### config.mk
export PLATFORM = sky130hd
export DESIGN_NAME = fpu_issue_queue
export DESIGN_NICKNAME = d
export VERILOG_FILES = /design/src/rtl/fpu_issue_queue.sv
export SDC_FILE = /design/constraint.sdc
export NUM_CORES = 1
export LEC_CHECK = 0
export ABC_AREA = 0
export ABC_CLOCK_PERIOD_IN_PS = 4000
export CAP_MARGIN = 10
export CORE_AREA = 2 2 199 201
export CTS_CLUSTER_DIAMETER = 30
export DETAILED_ROUTE_END_ITERATION = 16
export DIE_AREA = 0 0 201 203
export SYNTH_ARGS = -nofsm -noshare
export SYNTH_HDL_FRONTEND = slang
export SYNTH_SLANG_ARGS = --single-unit
### constraint.sdc
create_clock -name clk -period 4 [get_ports clk]
set_clock_uncertainty 0.1 [all_clocks]
set_input_delay 0.4 -clock clk [delete_from_list [all_inputs] [get_ports clk]]
set_output_delay 0.4 -clock clk [all_outputs]
set_load 0.02 [all_outputs]
### src/rtl/fpu_issue_queue.sv
// FPU request front end: tagged request FIFO, one-at-a-time issue to the FPU,
// and a held valid/ready response port carrying result and originating tag.
module fpu_issue_queue #(
  parameter int C_OP  = 32,
  parameter int C_RM  = 3,
  parameter int C_CMD = 4,
  parameter int DEPTH = 4,
  parameter int C_TAG = 5
) (
  input  logic             clk,
  input  logic             rst,
  input  logic             req_valid_i,
  output logic             req_ready_o,
  input  logic [C_OP-1:0]  req_operand_a_i,
  input  logic [C_OP-1:0]  req_operand_b_i,
  input  logic [C_RM-1:0]  req_rm_i,
  input  logic [C_CMD-1:0] req_op_i,
  input  logic [C_TAG-1:0] req_tag_i,
  input  logic             flush_i,
  output logic [C_OP-1:0]  fpu_operand_a_o,
  output logic [C_OP-1:0]  fpu_operand_b_o,
  output logic [C_RM-1:0]  fpu_rm_o,
  output logic [C_CMD-1:0] fpu_op_o,
  output logic             fpu_enable_o,
  input  logic [C_OP-1:0]  fpu_result_i,
  input  logic             fpu_valid_i,
  output logic             resp_valid_o,
  input  logic             resp_ready_i,
  output logic [C_OP-1:0]  resp_result_o,
  output logic [C_TAG-1:0] resp_tag_o,
  output logic             busy_o
);

  localparam int PW = $clog2(DEPTH);
  localparam int EW = C_TAG + 2 * C_OP + C_RM + C_CMD;
  localparam logic [PW:0]   CNT_FULL = (PW + 1)'(DEPTH);
  localparam logic [PW:0]   CNT_ONE  = (PW + 1)'(1);
  localparam logic [PW-1:0] PTR_ONE  = PW'(1);

  typedef enum logic [1:0] {IDLE, EXEC, RESP} state_e;

  state_e state_q, state_d;

  logic [EW-1:0]    mem_q [DEPTH];
  logic [PW-1:0]    wptr_q, wptr_d, rptr_q, rptr_d;
  logic [PW:0]      cnt_q, cnt_d;
  logic             push, pop, res_ld, empty;

  logic [C_TAG-1:0] head_tag;
  logic [C_OP-1:0]  head_a, head_b;
  logic [C_RM-1:0]  head_rm;
  logic [C_CMD-1:0] head_op;

  logic [C_OP-1:0]  ia_q, ib_q, rres_q;
  logic [C_RM-1:0]  irm_q;
  logic [C_CMD-1:0] iop_q;
  logic [C_TAG-1:0] itag_q, rtag_q;

  assign empty       = (cnt_q == '0);
  assign req_ready_o = (cnt_q != CNT_FULL) && !flush_i;
  assign push        = req_valid_i && req_ready_o;
  assign {head_tag, head_a, head_b, head_rm, head_op} = mem_q[rptr_q];

  always_comb begin
    state_d = state_q;
    pop     = 1'b0;
    res_ld  = 1'b0;
    unique case (state_q)
      IDLE: begin
        if (!empty && !flush_i) begin
          pop     = 1'b1;
          state_d = EXEC;
        end
      end
      EXEC: begin
        if (fpu_valid_i) begin
          res_ld  = 1'b1;
          state_d = RESP;
        end
      end
      RESP: begin
        if (resp_ready_i) begin
          if (!empty && !flush_i) begin
            pop     = 1'b1;
            state_d = EXEC;
          end else begin
            state_d = IDLE;
          end
        end
      end
      default: state_d = IDLE;
    endcase
  end

  // flush_i already blocks push (via req_ready_o) and pop, so clearing wins outright.
  always_comb begin
    wptr_d = wptr_q;
    rptr_d = rptr_q;
    cnt_d  = cnt_q;
    if (flush_i) begin
      wptr_d = '0;
      rptr_d = '0;
      cnt_d  = '0;
    end else begin
      if (push) wptr_d = wptr_q + PTR_ONE;
      if (pop)  rptr_d = rptr_q + PTR_ONE;
      if (push && !pop)      cnt_d = cnt_q + CNT_ONE;
      else if (pop && !push) cnt_d = cnt_q - CNT_ONE;
    end
  end

  always_ff @(posedge clk) begin
    if (push) mem_q[wptr_q] <= {req_tag_i, req_operand_a_i, req_operand_b_i, req_rm_i, req_op_i};
  end

  always_ff @(posedge clk or posedge rst) begin
    if (rst) begin
      state_q <= IDLE;
      wptr_q  <= '0;
      rptr_q  <= '0;
      cnt_q   <= '0;
      ia_q    <= '0;
      ib_q    <= '0;
      irm_q   <= '0;
      iop_q   <= '0;
      itag_q  <= '0;
      rres_q  <= '0;
      rtag_q  <= '0;
    end else begin
      state_q <= state_d;
      wptr_q  <= wptr_d;
      rptr_q  <= rptr_d;
      cnt_q   <= cnt_d;
      if (pop) begin
        ia_q   <= head_a;
        ib_q   <= head_b;
        irm_q  <= head_rm;
        iop_q  <= head_op;
        itag_q <= head_tag;
      end
      if (res_ld) begin
        rres_q <= fpu_result_i;
        rtag_q <= itag_q;
      end
    end
  end

  assign fpu_operand_a_o = ia_q;
  assign fpu_operand_b_o = ib_q;
  assign fpu_rm_o        = irm_q;
  assign fpu_op_o        = iop_q;
  assign fpu_enable_o    = (state_q == EXEC);
  assign resp_valid_o    = (state_q == RESP);
  assign resp_result_o   = rres_q;
  assign resp_tag_o      = rtag_q;
  assign busy_o          = !empty || (state_q != IDLE);

endmodule
# After elaboration in Yosys (flattened, before gate mapping)
# Memory sizes are Yosys's and may differ from the RTL's. A register that Yosys moved wholly into a read port is not among the register bits.
# Index checks and enable logic that the tools add are counted.
totals:
  ff_bits: 46
  ramBits: 304
  input_bits: 114
  elab_cells: 53
  n_memories: 1
op_classes:
  addsub: 4
  n_eq_ne: 6
  muxes: 19
  reduce_logical: 17
mem_list:
  columns: ["name", "words", "width", "rd", "rd_ports_with_merged_regs", "wr", "line_no", "rtl"]
  rows:
  - ["mem_q", 4, 76, 1, 1, 1, "44", "logic [EW-1:0] mem_q [DEPTH];"]
ops:
  columns: ["op", "n"]
  rows:
  - ["2-bit 2-to-1 mux", 7]
  - ["3-bit 2-to-1 mux", 3]
  - ["1-bit 2-to-1 mux", 7]
  - ["2-bit one-hot mux with 3 select lines", 1]
  - ["2-bit nonzero test", 3]
  - ["1-bit logical AND", 5]
  - ["2-bit by 1-bit adder with 2-bit output (second input constant)", 2]
  - ["1-bit logical NOT", 4]
  - ["2-bit by 1-bit != test with 1-bit output (second input constant)", 2]
  - ["3-bit by 1-bit adder with 3-bit output (second input constant)", 1]
  - ["3-bit logical NOT", 1]
  - ["3-bit != test (second input constant)", 1]
  - ["3-bit AND reduction", 1]
  - ["3-bit nonzero test", 1]
  - ["3-bit by 1-bit subtractor with 3-bit output (second input constant)", 1]
  - ["2-bit by 1-bit equality test with 1-bit output (second input constant)", 1]
  - ["2-bit equality test (second input constant)", 1]
  - ["2-bit logical NOT", 1]
  - ["2-bit != test (second input constant)", 1]
  - ["1-bit one-hot mux with 2 select lines", 1]
  - ["1-bit logical OR", 1]

# Longest topological paths before layout
depth:
  word_depth: 10
  mapped_depth: 10
  depth_no_buf: 7

# Worst setup path before layout
# Ideal clock, no wire load.
synth_path:
  path_kind: "input port to flip-flop"
  startpoint: "input flush_i"
  endpoint: "memory mem_q[0][0] (netlist bit) (enable)"
  t_arrival_ns: 2.975
  t_required_ns: 3.457
  slack_ns: 0.482
  stages: 3
  cell_sequence: "buf_2 -> a21oi_1 -> and3_1"
synth_between:
  elab_chain_cells: 5
synth_lines:
  columns: ["element", "line_no", "rtl"]
  rows:
  - ["start: declaration", "19", "input logic flush_i,"]
  - ["1-bit logical NOT", "60", "assign req_ready_o = (cnt_q != CNT_FULL) && !flush_i;"]
  - ["1-bit logical AND", "60", null]
  - ["net req_ready_o", "13", "output logic req_ready_o,"]
  - ["1-bit logical AND", "61", "assign push = req_valid_i && req_ready_o;"]
  - ["1-bit 2-to-1 mux", "113", "if (push) mem_q[wptr_q] <= {req_tag_i, req_operand_a_i, req_operand_b_i, req_rm_i, req_op_i};"]
  - ["1-bit 2-to-1 mux (not written as such)", "113", null]
  - ["end: declaration", "44", null]
# The timed path passes the listed nets, and every way through them passes these cells.

# Worst setup path in the final report
layout_path:
  startpoint: "register cnt_q[0]"
  endpoint: "output req_ready_o"
layout_between:
  elab_chain_cells: 2
layout_lines:
  columns: ["element", "line_no", "rtl"]
  rows:
  - ["start: declaration", "46", "logic [PW:0] cnt_q, cnt_d;"]
  - ["start signal: assignment", "133", "cnt_q <= cnt_d;"]
  - ["3-bit != test", "60", null]
  - ["1-bit logical AND", "60", null]
  - ["end: declaration", "13", null]
# Every way passes these cells.

==> flow_summary.yaml <==
placed_design:
  hpwlAfterDp_um: 19470
  gp_congestion: 0.7463
  dpl.cell_count: 1441
  port-buffer-count: 225
  placed_cell_area_um2: 18950
route:
  wl_met2_um: 16110
  wl_met1_um: 14510
  drc: 0
  antenna_left: 0
  routed-via-count: 7940
  vias_per_cell: 4.926
  drt_first_pass_iters: 4
  wl_met3_um: 2132
  drt_iter0_drc: 397
  wire_per_inst_um: 20.75
  routed_wl_um: 33460
  topRoutingLayerUsed: "met5"
pwr:
  finalPower_mw: 18.37
  cellPowerDensity_nw_per_um2: 830.6
  vdd.ir_drop.worst_uv: 436.7
  p_leak_nw: 8.088
clock_tree:
  cts-htree-levels: 3
  clkLatencyLatePin_ps: 590
  postCtsSetupRepairBufs: 0
  cts_made_buffers: 90
  cts_resized: 0
  path_clk_slew_ps: 40
  cts_root_buf: "clkbuf_16"
  clock-sinks: 426
  cts_buffer_depth: 3
  hold_buffers: 0
  cts_tree: "built"
grt:
  grt-ovfl-total: 0
  antenna_found_initial: 3
  grt_pass1_wl_um: 51690
  grt_max_degree: 97
  grt_pass1_vias: 8852
  globalRouteTotalUtil: 0.1673
final_layout:
  fin_nets: 1134
  area_delta_synth_final_pct: 37.20
  layout_commonest_cell: "edfxtp_1"
  design_area_um2: 22110
  instances_no_fill: 1612
  final_layout_size_suffix_gt1_frac: 0.3394
  final_cell_mix: "edfxtp_1 (304), clkdlybuf4s50_1 (225), dfrtp_1 (120)"
job:
  drv_cap: 0
worst_setup_path:
  critical_path.max_fanout: 9
  cp.required_ps: 3500
  endpoint_kind: "output port"
  crit_type: "flip-flop to output port"
  arrival_ps: 2460
  startpoint_type: "flip-flop"
status:
  status: "completed"
sta:
  worst_pin_slew_ps: 1004
  holdWs_ps: 331.1
  clock.fmax_mhz: 337.4
  fin_crit_sh: 0.7410
  period_minus_slack_ps: 2964
  setup_viol: 0
  hold_viol: 0
  slew_viol_final: 0
  max-slew-margin-rel: 0.3303
  fin_tns_setup_ps: 0
  grt_setup_unrepaired: "false"
floorplanning:
  core-area_um2: 38470
  dieArea_um2: 40800
  std_cell_rows: 72
  start_util: 0.4189
  die_x_um: 201
  io_pins: 226
  dieHeight_um: 203
logic_synthesis:
  synthesis.area_um2: 16120
  synth-seq-area-share: 0.7559
  synth-seq-cells: 426
  synth_edf_count: 304
  syn_area_per_cell_um2: 22.48
  netlist-cell-type-count: 37
  postSynth.asyncResetShare: 0.2864
  yosysWarnings: 0
  synthCells: 717
  syn_nets: 836
  synthFlopType: "edfxtp_1"
hold_path:
  hold_path.class: "primary input to flip-flop"
report_power, final:
group | switching (mW) | internal (mW) | total [mW]
clock network | 2.37 | 5.17 | 7.54
logic | 1.94 | 2.61 | 4.56
registers | 0.646 | 5.63 | 6.27
metrics by stage:
| stage | util | setup slack (ps) |
|---|---|---|
| 6_report | 0.5748 | 1036 |
| 5_1_grt | 0.5747 | 891.4 |
| 4_1_cts | 0.5747 | 968.5 |
| 3_5_place_dp | 0.4926 | 991.1 |
| 3_3_place_gp | 0.4926 | 1057 |
| 2_1_floorplan | - | 257.5 |
sequential cells by signal (all words and copies together), names as in the netlist, 3 cells and up:
register	count
fpu_op_o	4
fpu_rm_o	3
mem_q	304
resp_tag_o	5
resp_result_o	32
cnt_q	3
fpu_operand_a_o	32
fpu_operand_b_o	32
itag_q	5
kinds of logic (layout without fill, tap and decap cells):
family,Yosys count,after routing,share of synthesized area
adders and majority gates,5,5,0.004348
DFF,426,426,0.7559
other,0,1,0
AOI/OAI and AO/OA,17,17,0.006522
and+or+nand+nor,32,32,0.01235
buffers and inverters,44,420,0.02073
muxes,193,193,0.2002
per-layer routing:
layer / vias to the layer above / track usage
met5: - / 0
met1: 4094 / 0.2176
met2: 258 / 0.2699
met4: 4 / 0.06190
li1: 3519 / -
met3: 65 / 0.04719
final timing paths:
kind	from	endpoint	slack, ps	depth (start not counted)
worst max-delay path	cnt_q[0]	req_ready_o	1040	3
worst min-delay path	fpu_result_i[21]	resp_result_o[21]	330	2
worst max register to register	cnt_q[0]	mem_q[1][38]	1430	4
worst min register to register	resp_result_o[7]	resp_result_o[7]	400	1
max in group asynchronous	rst	resp_result_o[16]	2660	3
min in group asynchronous	rst	resp_result_o[9]	340	2
area by class of cell:
class	instances	area [um2]
fillers	2917	16360
flip-flops and latches	426	12190
multi-input cells	247	3620
repair buffers	242	2455
clock buffers	106	2416
clock inverters	64	745.7
well taps	518	648.1
inverters	8	35.03
diodes	1	2.502
cells in the mapped netlist (2+ instances only):
library cell / number / area [um2]
nand2_1: 3 / 11.26
buf_4: 10 / 75.07
buf_6: 3 / 33.78
nor2_1: 6 / 22.52
nand2b_1: 5 / 31.28
dfrtp_1: 122 / 3053
a21oi_1: 5 / 25.02
mux2i_1: 2 / 20.02
o21ai_0: 5 / 25.02
buf_12: 6 / 120.1
and2_1: 2 / 12.51
edfxtp_1: 304 / 9129
and3_1: 6 / 37.54
mux2_2: 62 / 698.2
buf_2: 8 / 40.04
ha_1: 4 / 50.05
mux4_2: 76 / 1712
nand3b_1: 2 / 15.01
a21o_1: 2 / 15.01
inv_1: 8 / 30.03
mux2_4: 53 / 795.8
clkbuf_1: 8 / 30.03
worst max-delay path, cell delays in order (launching register included):
cell,delay [ps]
dfrtp_1,490
nor2_1,140
a21oi_1,480
clkdlybuf4s50_1,770
No activity file was read; power rests on OpenSTA's default activity.
